<file path="config.mk">
export PLATFORM = sky130hd
export DESIGN_NAME = booth_r4_mult_flat
export DESIGN_NICKNAME = d
export VERILOG_FILES = /design/src/rtl/booth_r4_mult_if.sv /design/src/rtl/booth_r4_mult.sv /design/src/flat_wrapper.sv
export SDC_FILE = /design/constraint.sdc
export NUM_CORES = 1
export LEC_CHECK = 0
export ABC_CLOCK_PERIOD_IN_PS = 5000
export CORE_MARGIN = 5
export CORE_UTILIZATION = 30
export DETAILED_ROUTE_END_ITERATION = 8
export REMOVE_ABC_BUFFERS = 1
export SLEW_MARGIN = 15
export SYNTH_ARGS = -nofsm -noshare
export SYNTH_HDL_FRONTEND = slang
export SYNTH_SLANG_ARGS = --single-unit
export TNS_END_PERCENT = 5
</file>
<file path="constraint.sdc">
create_clock -name clk -period 5 [get_ports clk]
set_input_delay 1.25 -clock clk [delete_from_list [all_inputs] [get_ports clk]]
set_output_delay 1.25 -clock clk [all_outputs]
set_load 0.02 [all_outputs]
</file>
<file path="src/rtl/booth_r4_mult_if.sv">
// Operand/result bus of the radix-4 Booth multiplier.
// The master drives start and the operands; the slave (multiplier) returns status and product.
interface booth_r4_mult_if #(
    parameter int unsigned WIDTH = 8
);
    logic                 start;
    logic                 signed_mode;
    logic [WIDTH-1:0]     multiplicand;
    logic [WIDTH-1:0]     multiplier;
    logic                 busy;
    logic                 done;
    logic [2*WIDTH-1:0]   product;

    modport master (
        output start, signed_mode, multiplicand, multiplier,
        input  busy, done, product
    );

    modport slave (
        input  start, signed_mode, multiplicand, multiplier,
        output busy, done, product
    );
endinterface

</file>
<file path="src/rtl/booth_r4_mult.sv">
// Radix-4 (modified) Booth sequential multiplier, two multiplier bits retired per clock.
// Operands are extended by two bits so that one datapath serves both signed and unsigned mode.
module booth_r4_mult #(
    parameter int unsigned WIDTH = 8
) (
    input  logic           clk,
    input  logic           rst_n,
    booth_r4_mult_if.slave bus
);
    localparam int unsigned EW = WIDTH + 2;
    localparam int unsigned AW = EW + 2;
    localparam int unsigned N  = EW / 2;
    localparam int unsigned CW = $clog2(N + 1);
    localparam int unsigned LW = WIDTH - 2;

    typedef enum logic [1:0] {
        S_IDLE = 2'd0,
        S_CALC = 2'd1,
        S_DONE = 2'd2
    } state_t;

    state_t               r_state;
    state_t               w_state_nxt;
    logic                 w_load;
    logic                 w_calc;
    logic                 w_finish;

    logic [AW-1:0]        r_a;
    logic [EW-1:0]        r_q;
    logic                 r_qm1;
    logic [EW-1:0]        r_y;
    logic [CW-1:0]        r_cnt;
    logic [2*WIDTH-1:0]   r_product;
    logic                 r_busy;
    logic                 r_done;

    logic [AW-1:0]        w_y_ext;
    logic [AW-1:0]        w_addend;
    logic [AW-1:0]        w_sum;
    logic [AW-1:0]        w_a_nxt;
    logic [EW-1:0]        w_q_nxt;
    logic [EW-1:0]        w_y_load;
    logic [EW-1:0]        w_x_load;

    // State register
    always_ff @(posedge clk or negedge rst_n) begin
        if (!rst_n) begin
            r_state <= S_IDLE;
        end else begin
            r_state <= w_state_nxt;
        end
    end

    // Next-state and datapath control decode
    always_comb begin
        w_state_nxt = r_state;
        w_load      = 1'b0;
        w_calc      = 1'b0;
        w_finish    = 1'b0;
        case (r_state)
            S_IDLE: begin
                if (bus.start) begin
                    w_load      = 1'b1;
                    w_state_nxt = S_CALC;
                end
            end
            S_CALC: begin
                w_calc = 1'b1;
                if (r_cnt == CW'(N - 1)) begin
                    w_finish    = 1'b1;
                    w_state_nxt = S_DONE;
                end
            end
            S_DONE: begin
                if (bus.start) begin
                    w_load      = 1'b1;
                    w_state_nxt = S_CALC;
                end else begin
                    w_state_nxt = S_IDLE;
                end
            end
            default: begin
                w_state_nxt = S_IDLE;
            end
        endcase
    end

    // Operand extension at capture time
    always_comb begin
        if (bus.signed_mode) begin
            w_y_load = {{2{bus.multiplicand[WIDTH-1]}}, bus.multiplicand};
            w_x_load = {{2{bus.multiplier[WIDTH-1]}}, bus.multiplier};
        end else begin
            w_y_load = {2'b00, bus.multiplicand};
            w_x_load = {2'b00, bus.multiplier};
        end
    end

    // Booth recoding of {Q[1],Q[0],q_m1} and one accumulate/shift step
    always_comb begin
        w_y_ext = {{2{r_y[EW-1]}}, r_y};
        case ({r_q[1:0], r_qm1})
            3'b001, 3'b010: w_addend = w_y_ext;
            3'b011:         w_addend = w_y_ext << 1;
            3'b100:         w_addend = ~(w_y_ext << 1) + AW'(1);
            3'b101, 3'b110: w_addend = ~w_y_ext + AW'(1);
            default:        w_addend = '0;
        endcase
        w_sum   = r_a + w_addend;
        w_a_nxt = {{2{w_sum[AW-1]}}, w_sum[AW-1:2]};
        w_q_nxt = {w_sum[1:0], r_q[EW-1:2]};
    end

    // Datapath registers
    always_ff @(posedge clk or negedge rst_n) begin
        if (!rst_n) begin
            r_a   <= '0;
            r_q   <= '0;
            r_qm1 <= 1'b0;
            r_y   <= '0;
            r_cnt <= '0;
        end else if (w_load) begin
            r_a   <= '0;
            r_q   <= w_x_load;
            r_qm1 <= 1'b0;
            r_y   <= w_y_load;
            r_cnt <= '0;
        end else if (w_calc) begin
            r_a   <= w_a_nxt;
            r_q   <= w_q_nxt;
            r_qm1 <= r_q[1];
            r_cnt <= r_cnt + CW'(1);
        end
    end

    // Product is only updated on the completion edge
    always_ff @(posedge clk or negedge rst_n) begin
        if (!rst_n) begin
            r_product <= '0;
        end else if (w_finish) begin
            r_product <= {w_a_nxt[LW-1:0], w_q_nxt};
        end
    end

    // Status flags track the state the FSM is entering
    always_ff @(posedge clk or negedge rst_n) begin
        if (!rst_n) begin
            r_busy <= 1'b0;
            r_done <= 1'b0;
        end else begin
            r_busy <= (w_state_nxt == S_CALC);
            r_done <= (w_state_nxt == S_DONE);
        end
    end

    assign bus.busy    = r_busy;
    assign bus.done    = r_done;
    assign bus.product = r_product;
endmodule

</file>
<file path="src/flat_wrapper.sv">
// flat-port wrapper written by rule: the top's interface ports become plain ports
module booth_r4_mult_flat 
#(
    parameter int unsigned WIDTH = 8
)
  (clk, rst_n, bus_start, bus_signed_mode, bus_multiplicand, bus_multiplier, bus_busy, bus_done, bus_product);
  booth_r4_mult_if #(.WIDTH(WIDTH)) bus_i ();
  input  logic clk;
  input  logic rst_n;
  input wire logic [$bits(bus_i.start)-1:0] bus_start;
  input wire logic [$bits(bus_i.signed_mode)-1:0] bus_signed_mode;
  input wire logic [$bits(bus_i.multiplicand)-1:0] bus_multiplicand;
  input wire logic [$bits(bus_i.multiplier)-1:0] bus_multiplier;
  output wire logic [$bits(bus_i.busy)-1:0] bus_busy;
  output wire logic [$bits(bus_i.done)-1:0] bus_done;
  output wire logic [$bits(bus_i.product)-1:0] bus_product;
  assign bus_i.start = bus_start;
  assign bus_i.signed_mode = bus_signed_mode;
  assign bus_i.multiplicand = bus_multiplicand;
  assign bus_i.multiplier = bus_multiplier;
  assign bus_busy = bus_i.busy;
  assign bus_done = bus_i.done;
  assign bus_product = bus_i.product;
  booth_r4_mult #(.WIDTH(WIDTH)) u_core (.clk(clk), .rst_n(rst_n), .bus(bus_i));
endmodule
</file>
Word-level counts from Yosys, hierarchy flattened
Index checks and enable logic that the tools add are counted.

storage, ports and cells
  register bits = 56
  input port bits = 20
  output and inout port bits = 18
  logic and storage cells = 51

cells by class
  add/sub/neg operators = 4
  equality and inequality tests = 11
  multiplexer cells = 20
  bitwise gates (word level) = 2
  reductions and logical operators = 5

operator list
  kind                     count
  $pmux W12 S4             1
  $mux W10                 4
  $add A12 B1 Y12 const B  2
  $mux W12                 2
  $not A12 Y12             2
  $add A12 B12 Y12         1
  $eq A3 B3 Y1 const B     4
  $mux W1                  8
  $eq A3 B2 Y1 const B     2
  $mux W3                  2
  $pmux W2 S3              1
  $reduce_or A2 Y1         3
  $eq A2 B1 Y1 const B     2
  $eq A2 B2 Y1 const B     2
  $mux W2                  2
  $add A3 B1 Y3 const B    1
  $eq A3 B1 Y1 const B     1
  $logic_not A2 Y1         1
  $reduce_bool A2 Y1       1

Depth between registers and ports, before layout
Gate-level depths: netlist of run 1.

  depth after elaboration = 6
  mapped depth = 16
  gate-level depth less buffers = 16

Least setup slack after synthesis of run 1
OpenSTA, ideal clock, no wires.

  path kind = register -> register
  start point = reg u_core.r_y[0]
  end point = reg u_core.r_a[10]
  setup time = 69 ps
  arrival time = 3002 ps
  required time = 4931 ps
  path slack = 1929 ps
  cell stages (with the launch flop) = 17
  path buffers = 0
  period minus slack after synthesis = 3071 ps
  cell sequence = dfrtp_1 > inv_1 > ha_1 > nand2_1 > nor3_1 > nand2b_1 > xnor2_1 > a221oi_1 > a21oi_1 > ha_1 > a21oi_1 > nand2_1 > o2111ai_1 > a31oi_1 > xnor2_1 > or3_1 > nand3_1

between the ends
  word-level cells in the longest chain between the ends = 6
  elaborated cells on any way between the ends = 8
  those cells by class = add/sub (3); mux (3); bitwise (2)

ends and longest elaborated chain
  element                             RTL line                                    text
  start, declared                     booth_r4_mult.sv:31                         logic [EW-1:0] r_y;
  start signal, assigned              booth_r4_mult.sv:126                        r_y <= w_y_load;
  $not A12 Y12 (on tied branches)     booth_r4_mult.sv:106, booth_r4_mult.sv:105
  $add A12 B1 Y12 (on tied branches)  booth_r4_mult.sv:106, booth_r4_mult.sv:105
  $pmux W12 S4 (*)                    booth_r4_mult.sv:102                        case ({r_q[1:0], r_qm1})
  $add A12 B12 Y12 (*)                booth_r4_mult.sv:109                        w_sum = r_a + w_addend;
  $mux W12 (*)                        booth_r4_mult.sv:128                        end else if (w_calc) begin
  $mux W12 (*)                        booth_r4_mult.sv:122                        end else if (w_load) begin
  end signal, assigned                booth_r4_mult.sv:129                        r_a <= w_a_nxt;
  end, declared                       booth_r4_mult.sv:28                         logic [AW-1:0] r_a;

Every way passes the cells marked *; elsewhere a longest branch is shown, timed or not. The select of a mux whose other input is x is not followed.
A chain may end at the register's enable or synchronous reset.

Worst setup path in the final report of run 1
Same ends and word-level chain as after synthesis.

==> summary.md, run 1 <==
| Metric | Value |
|---|---|
| Slew Viols, Final | 0 |
| NumNets Final | approximately 400 |
| Top_reg_cell synth | dfrtp_1 |
| Crit path max fanout | 5 |
| CTS Buf Count | 5 |
| Starting Density | 30.7% |
| Worst setup path class | reg2reg |
| Antenna Diode Count | 0 |
| CTS H-tree depth | 2 |
| Clock latency on the worst-skew pair | around 0.31 ns |
| Die width | approximately 110 um |
| R2r startpoint | u_core.r_y[0]$_DFFE_PN0P_ |
| RSZ-0062 raised after global routing | false |
| EDFF count, synth | 0 |
| Setup crit start kind | register |
| Final clock skew | ~0.0091 ns |
| Crit. Startpoint | u_core.r_y[0]$_DFFE_PN0P_ |
| FMAX | roughly 270 MHz |
| Max-Cap Viols | 0 |
| First-pass GRT wire length | around 12 mm |
| Slew @ Worst Pin | between 0.8 and 0.9 ns |
| Hold wc startpoint | u_core.bus.product[13]$_DFFE_PN0P_ |
| Overflow after GRT | 0 |
| I/O Buffers | 37 |
| Layout cells sized above 1 | between 10% and 20% |
| Detailed placer's ending HPWL | 5.12 mm |
| Fin util | 36.4% |
| Status | complete, no violations |
| Synth Area per Inst | ~9.5 um2 |
| Post-synthesis async set-or-reset flop share | 100% |
| Count of state elements after synthesis | 53 |
| Max Root-Sink Buffers | 2 |
| Drt pass-1 iters | 4 |
| Yosys warning count | 0 |
| Routed wire length | just over 7 mm |
| Slew headroom | between 40% and 50% |
| Post-CTS Setup Bufs | 0 |
| Worst Setup End Kind | register |
| Vias in the first global route | between 2000 and 2500 |
| Die height | between 100 and 150 um |
| Post-CTS Resized | 0 |
| Distinct cells, synth | 49 |
| Initial drt markers | about 150 |
| Post-route ant nets | 0 |
| Worst path required time | between 5 and 6 ns |
| Synthesized area | ~3200 um2 |
| Placed inst area | between 3000 and 4000 um2 |
| Initial antenna violation count | 0 |
| Post-route DRC | 0 |
| Hold Buf Count CTS | 0 |
| Setup-failing EPs final | 0 |
| Post-Synthesis Cells | between 300 and 400 |
| Number of vias per cell | between 5 and 6 |
| Placeable core region | approximately 10000 um2 |
| Area grow syn2layout | 18.5% |
| Final period utilization | 73.1% |
| Fin crit period | about 3.7 ns |
| TNS Setup | 0 ns |
| Final Hold Fails | 0 |
| Largest net degree at the start of global routing | 54 |
| Die ar. | ~13000 um2 |
| Worst EP arrival | ~4 ns |
| Hold WC Path Type | reg2reg |
| Design Area, Final | 3760 um2 |
| WL/cell | ~14 um |
| Final GP Congestion | about 0.89 |
| Rows | 37 |
| Worst-path clk slew | approximately 0.1 ns |
| Clock sinks | 53 |
| Seq/Total Area, Yosys | between 40% and 50% |
| I/O pins | 38 |
| CTS tree | yes |
| CTS root buffer | clkbuf_8 |
| Via count | approximately 2500 |
| Total GRT Usage | between 10% and 20% |
## cells in the mapped netlist, types with 7 or more instances
cell	number	share of area (%)
o21ai_0	25	3.9
a31oi_1	7	1.4
nor2_1	15	1.8
a22oi_1	7	1.7
a22o_1	7	1.9
nand2_1	57	6.7
xnor2_1	16	4.4
ha_1	14	5.5
nand3_1	8	1.3
clkbuf_1	13	1.5
a21oi_1	11	1.7
mux2_2	17	6.0
inv_1	14	1.7
dfrtp_1	53	42
## worst max-delay path, cell delays in order (launching register included)
cell and delay, ns:
dfrtp_1 0.44, inv_1 0.12, ha_1 0.29, nand2_1 0.16, nor3_1 0.24, nand2b_1 0.16
xnor2_1 0.11, a221oi_1 0.34, a21oi_1 0.11, ha_1 0.39, a21oi_1 0.22, nand2_1 0.08
o2111ai_1 0.23, a31oi_1 0.14, xnor2_1 0.16, or3_1 0.32, nand3_1 0.09
## registers in the layout, indices dropped and copies added (netlist names), 2 cells and up
register,flops
u_core.r_cnt,3
u_core.r_y,9
u_core.r_q,10
u_core.r_a,10
u_core.r_state,2
u_core.bus.product,16
## cells by family after synthesis
family	after synthesis	share of synthesized area [%]
xor gates and xnor gates	21	5.80
AOI/OAI and AO/OA	83	17.6
buffers and inverters	34	4.89
muxes	23	7.93
adders and majority gates	15	6.15
DFF	53	41.8
and+or+nand+nor	104	15.9
## through the flow
stage               worst slack [ns]  hold WS, ns  cells
finish                          1.34        0.486    498
floorplan                       1.74        0.456    313
detailed placement              1.35        0.468    490
global route                   0.977        0.510    498
global placement                1.43        0.468    490
CTS                             1.31        0.492    498
## metal layers
metal	vias up	global-route usage [%]	wire length (um)
met5	-	0	0
met4	0	2.56	70
met3	6	1.82	211
met2	49	19.4	3510
met1	1229	15.0	3330
li1	1224	-	-
## path summary, 6_finish.rpt
check / cells after the start / slack [ns] / endpoint
max: 16 / 1.34 / u_core.r_a[10]$_DFFE_PN0P_
min: 2 / 0.49 / u_core.bus.product[13]$_DFFE_PN0P_
max reg2reg: 16 / 1.34 / u_core.r_a[10]$_DFFE_PN0P_
min reg2reg: 2 / 0.49 / u_core.bus.product[13]$_DFFE_PN0P_
max in group asynchronous: 2 / 3.50 / u_core.r_state[0]$_DFF_PN0_
min in group asynchronous: 2 / 1.04 / u_core.bus.product[2]$_DFFE_PN0P_
## cell usage in the layout, fill, tap and decap left out, drive strengths merged, types with 8 or more instances in the layout
cell type,netlist,final
nand3,8,8
nand2,57,57
clkdlybuf4s50,0,36
mux2,17,17
o21ai,25,25
nor2,17,17
dfrtp,53,53
ha,14,14
inv,14,14
a21oi,11,11
xnor2,16,16
## area by class of cell
cell class	instances	area [um2]
well taps	136	170
flip-flops and latches	53	1330
multi-input cells	246	1690
repair buffers	41	395
inverters	14	52.6
clock inverters	2	37.5
fillers	1021	6570
clock buffers	6	82.6
Power of run 1 is left out: the tool's default activity adds up to more than one toggle a clock period on the data nets, which glitch-free logic cannot reach.
==> run 2, diff against run 1 <==
--- a/config.mk
+++ b/config.mk
@@ -5,7 +5,7 @@
 export SDC_FILE = /design/constraint.sdc
 export NUM_CORES = 1
 export LEC_CHECK = 0
-export ABC_CLOCK_PERIOD_IN_PS = 5000
+export ABC_CLOCK_PERIOD_IN_PS = 3200
 export CORE_MARGIN = 5
 export CORE_UTILIZATION = 30
 export DETAILED_ROUTE_END_ITERATION = 8
==> constraint.sdc (replaced) <==
create_clock -name clk -period 3.2 [get_ports clk]
set_input_delay 0.8 -clock clk [delete_from_list [all_inputs] [get_ports clk]]
set_output_delay 0.8 -clock clk [all_outputs]
set_load 0.02 [all_outputs]
==> summary.md, run 2 (synthesis gave the netlist of run 1 again) <==
| Metric | Value |
|---|---|
| Status | complete, no violations |
| Slew Viols, Final | 0 |
| Hold WS | ~0.49 ns |
| Crit path capture | u_core.bus.product[14]$_DFFE_PN0P_ |
| Drt pass-1 iters | 4 |
| Starting Density | 30.7% |
| Crit-path cells | buf_4, nor3_4, buf_6, nand2b_4, nor2_1, a21oi_1, o22ai_1, nand2_1, o21ai_2, ha_1, o21ai_0, nand2b_1, a311oi_2, xnor2_1, mux2_2 |
| CTS root buffer | clkbuf_8 |
| Hold WC Path Type | reg2reg |
| CTS tree | yes |
| Die ar. | 12700 um2 |
| Hold path depth | 2 |
| FMAX | roughly 320 MHz |
| Largest stage delay, worst path | approximately 0.39 ns |
| First-pass GRT wire length | ~13 mm |
| Worst Setup End Kind | register |
| Die width | 113 um |
| CTS Buf Count | 5 |
| WL/cell | 15.1 um |
| Commonest non-fill, non-tap cells in the layout | nand2_1 (55), dfrtp_1 (50), clkdlybuf4s50_1 (36) |
| Layout cells sized above 1 | approximately 22% |
| Total GRT Usage | between 10% and 20% |
| Number of vias per cell | between 5 and 6 |
| Setup-failing EPs final | 0 |
| Detailed placer's ending HPWL | 5.51 mm |
| Final Hold Fails | 0 |
| Worst-path clk slew | 0.11 ns |
| Post-route ant nets | 0 |
| Initial antenna violation count | 0 |
| I/O pins | 38 |
| Final GP Congestion | 0.894 |
| Worst r2r path cells | 15 |
| Final clock skew | roughly 0.0087 ns |
| Hold Buf Count CTS | 0 |
| Max Root-Sink Buffers | 2 |
| Crit path max fanout | 5 |
| Clock sinks | 53 |
| Clock latency on the worst-skew pair | slightly above 0.3 ns |
| Slowest cell on crit path | dfrtp_1 |
| Rows | 37 |
| Pre-CTS setup slack | 0.0469 ns |
| Commonest non-fill, non-tap cell in the layout | nand2_1 |
| Max-Cap Viols | 0 |
| Routed wire length | just under 8 mm |
| Slew headroom | between 50 and 60% |
| Vias in the first global route | approximately 2600 |
| Post-route DRC | 0 |
| Design Area, Final | just over 4000 um2 |
| Worst setup path class | reg2reg |
| Die height | approximately 110 um |
| Antenna Diode Count | 0 |
| Fin worst setup slack | around 0.12 ns |
| Worst path required time | roughly 3.4 ns |
| Initial drt markers | 162 |
| NumNets Final | 419 |
| I/O Buffers | 37 |
| Max reg flops | 16 |
| Setup crit start kind | register |
| Crit. Startpoint | u_core.r_y[0]$_DFFE_PN0P_ |
| CTS H-tree depth | 2 |
| Worst EP arrival | between 3 and 4 ns |
| Placeable core region | 10300 um2 |
| Placed inst area | around 3700 um2 |
| Area grow syn2layout | 27.1% |
| R2r startpoint | u_core.r_y[0]$_DFFE_PN0P_ |
| Reg-to-Reg End | u_core.bus.product[14]$_DFFE_PN0P_ |
| Slew @ Worst Pin | approximately 0.74 ns |
| Overflow after GRT | 0 |
| Final period utilization | a little over nine tenths |
| Via count | roughly 2600 |
| R2R Setup Slk | about 0.12 ns |
| Largest net degree at the start of global routing | 54 |
| Fin crit period | between 3 and 4 ns |
run 2: per-stage QoR:
stage          util (%)  cells  TNS, ns
2_1_floorplan         -    313        0
3_3_place_gp       36.3    505        0
3_5_place_dp       36.3    505        0
4_1_cts            37.3    513        0
5_1_grt            39.1    521   -0.260
6_report           39.1    521        0
run 2: final cells by class:
cell class,instances,area (um2)
tap,136,170
inverter,14,52.6
sequential,53,1330
clock inverter,2,17.5
fill,1027,6290
timing repair buffer,64,572
clock buffer,6,82.6
multi-input combinational,246,1810
run 2: critical path: cells and delay by family (launching register included):
| kind | cells | cell delay, ns |
|---|---|---|
| AO/OA/AOI/OAI | 5 | 0.75 |
| AND/OR/NAND/NOR | 5 | 0.75 |
| multiplexers | 1 | 0.28 |
| adder cells (fa/ha/maj) | 1 | 0.33 |
| XOR/XNOR | 1 | 0.15 |
| buffers and inverters | 2 | 0.31 |
| flip-flops | 1 | 0.39 |
run 2: what timing repair did:
| action | 4_1_cts | 5_1_grt |
|---|---|---|
| resized for setup | 1 | 26 |
| hold endpoints to repair | 0 | 0 |
| buffers inserted | 0 | 8 |
| endpoints found under the setup margin | 1 | 5 |
| pin swaps | 0 | 14 |
run 2: worst min path at each step:
stage	slack (ns)	to	from
CTS	0.50	u_core.bus.product[15]$_DFFE_PN0P_	u_core.bus.product[15]$_DFFE_PN0P_
detailed placement	0.48	u_core.bus.product[15]$_DFFE_PN0P_	u_core.bus.product[15]$_DFFE_PN0P_
finish	0.49	u_core.bus.product[15]$_DFFE_PN0P_	u_core.bus.product[15]$_DFFE_PN0P_
floorplan	0.46	u_core.r_a[5]$_DFFE_PN0P_	u_core.r_a[5]$_DFFE_PN0P_
global route	0.53	u_core.bus.product[13]$_DFFE_PN0P_	u_core.bus.product[13]$_DFFE_PN0P_
global placement	0.47	u_core.bus.product[15]$_DFFE_PN0P_	u_core.bus.product[15]$_DFFE_PN0P_
run 2: per-layer routing:
layer	share of wire, %	vias to the layer above	track usage [%]
li1	-	1267	-
met1	46	1267	17.0
met2	47	59	18.6
met3	4.2	16	2.30
met4	2.2	0	3.93
met5	0	-	0
Power of run 2 is left out for the same reason.
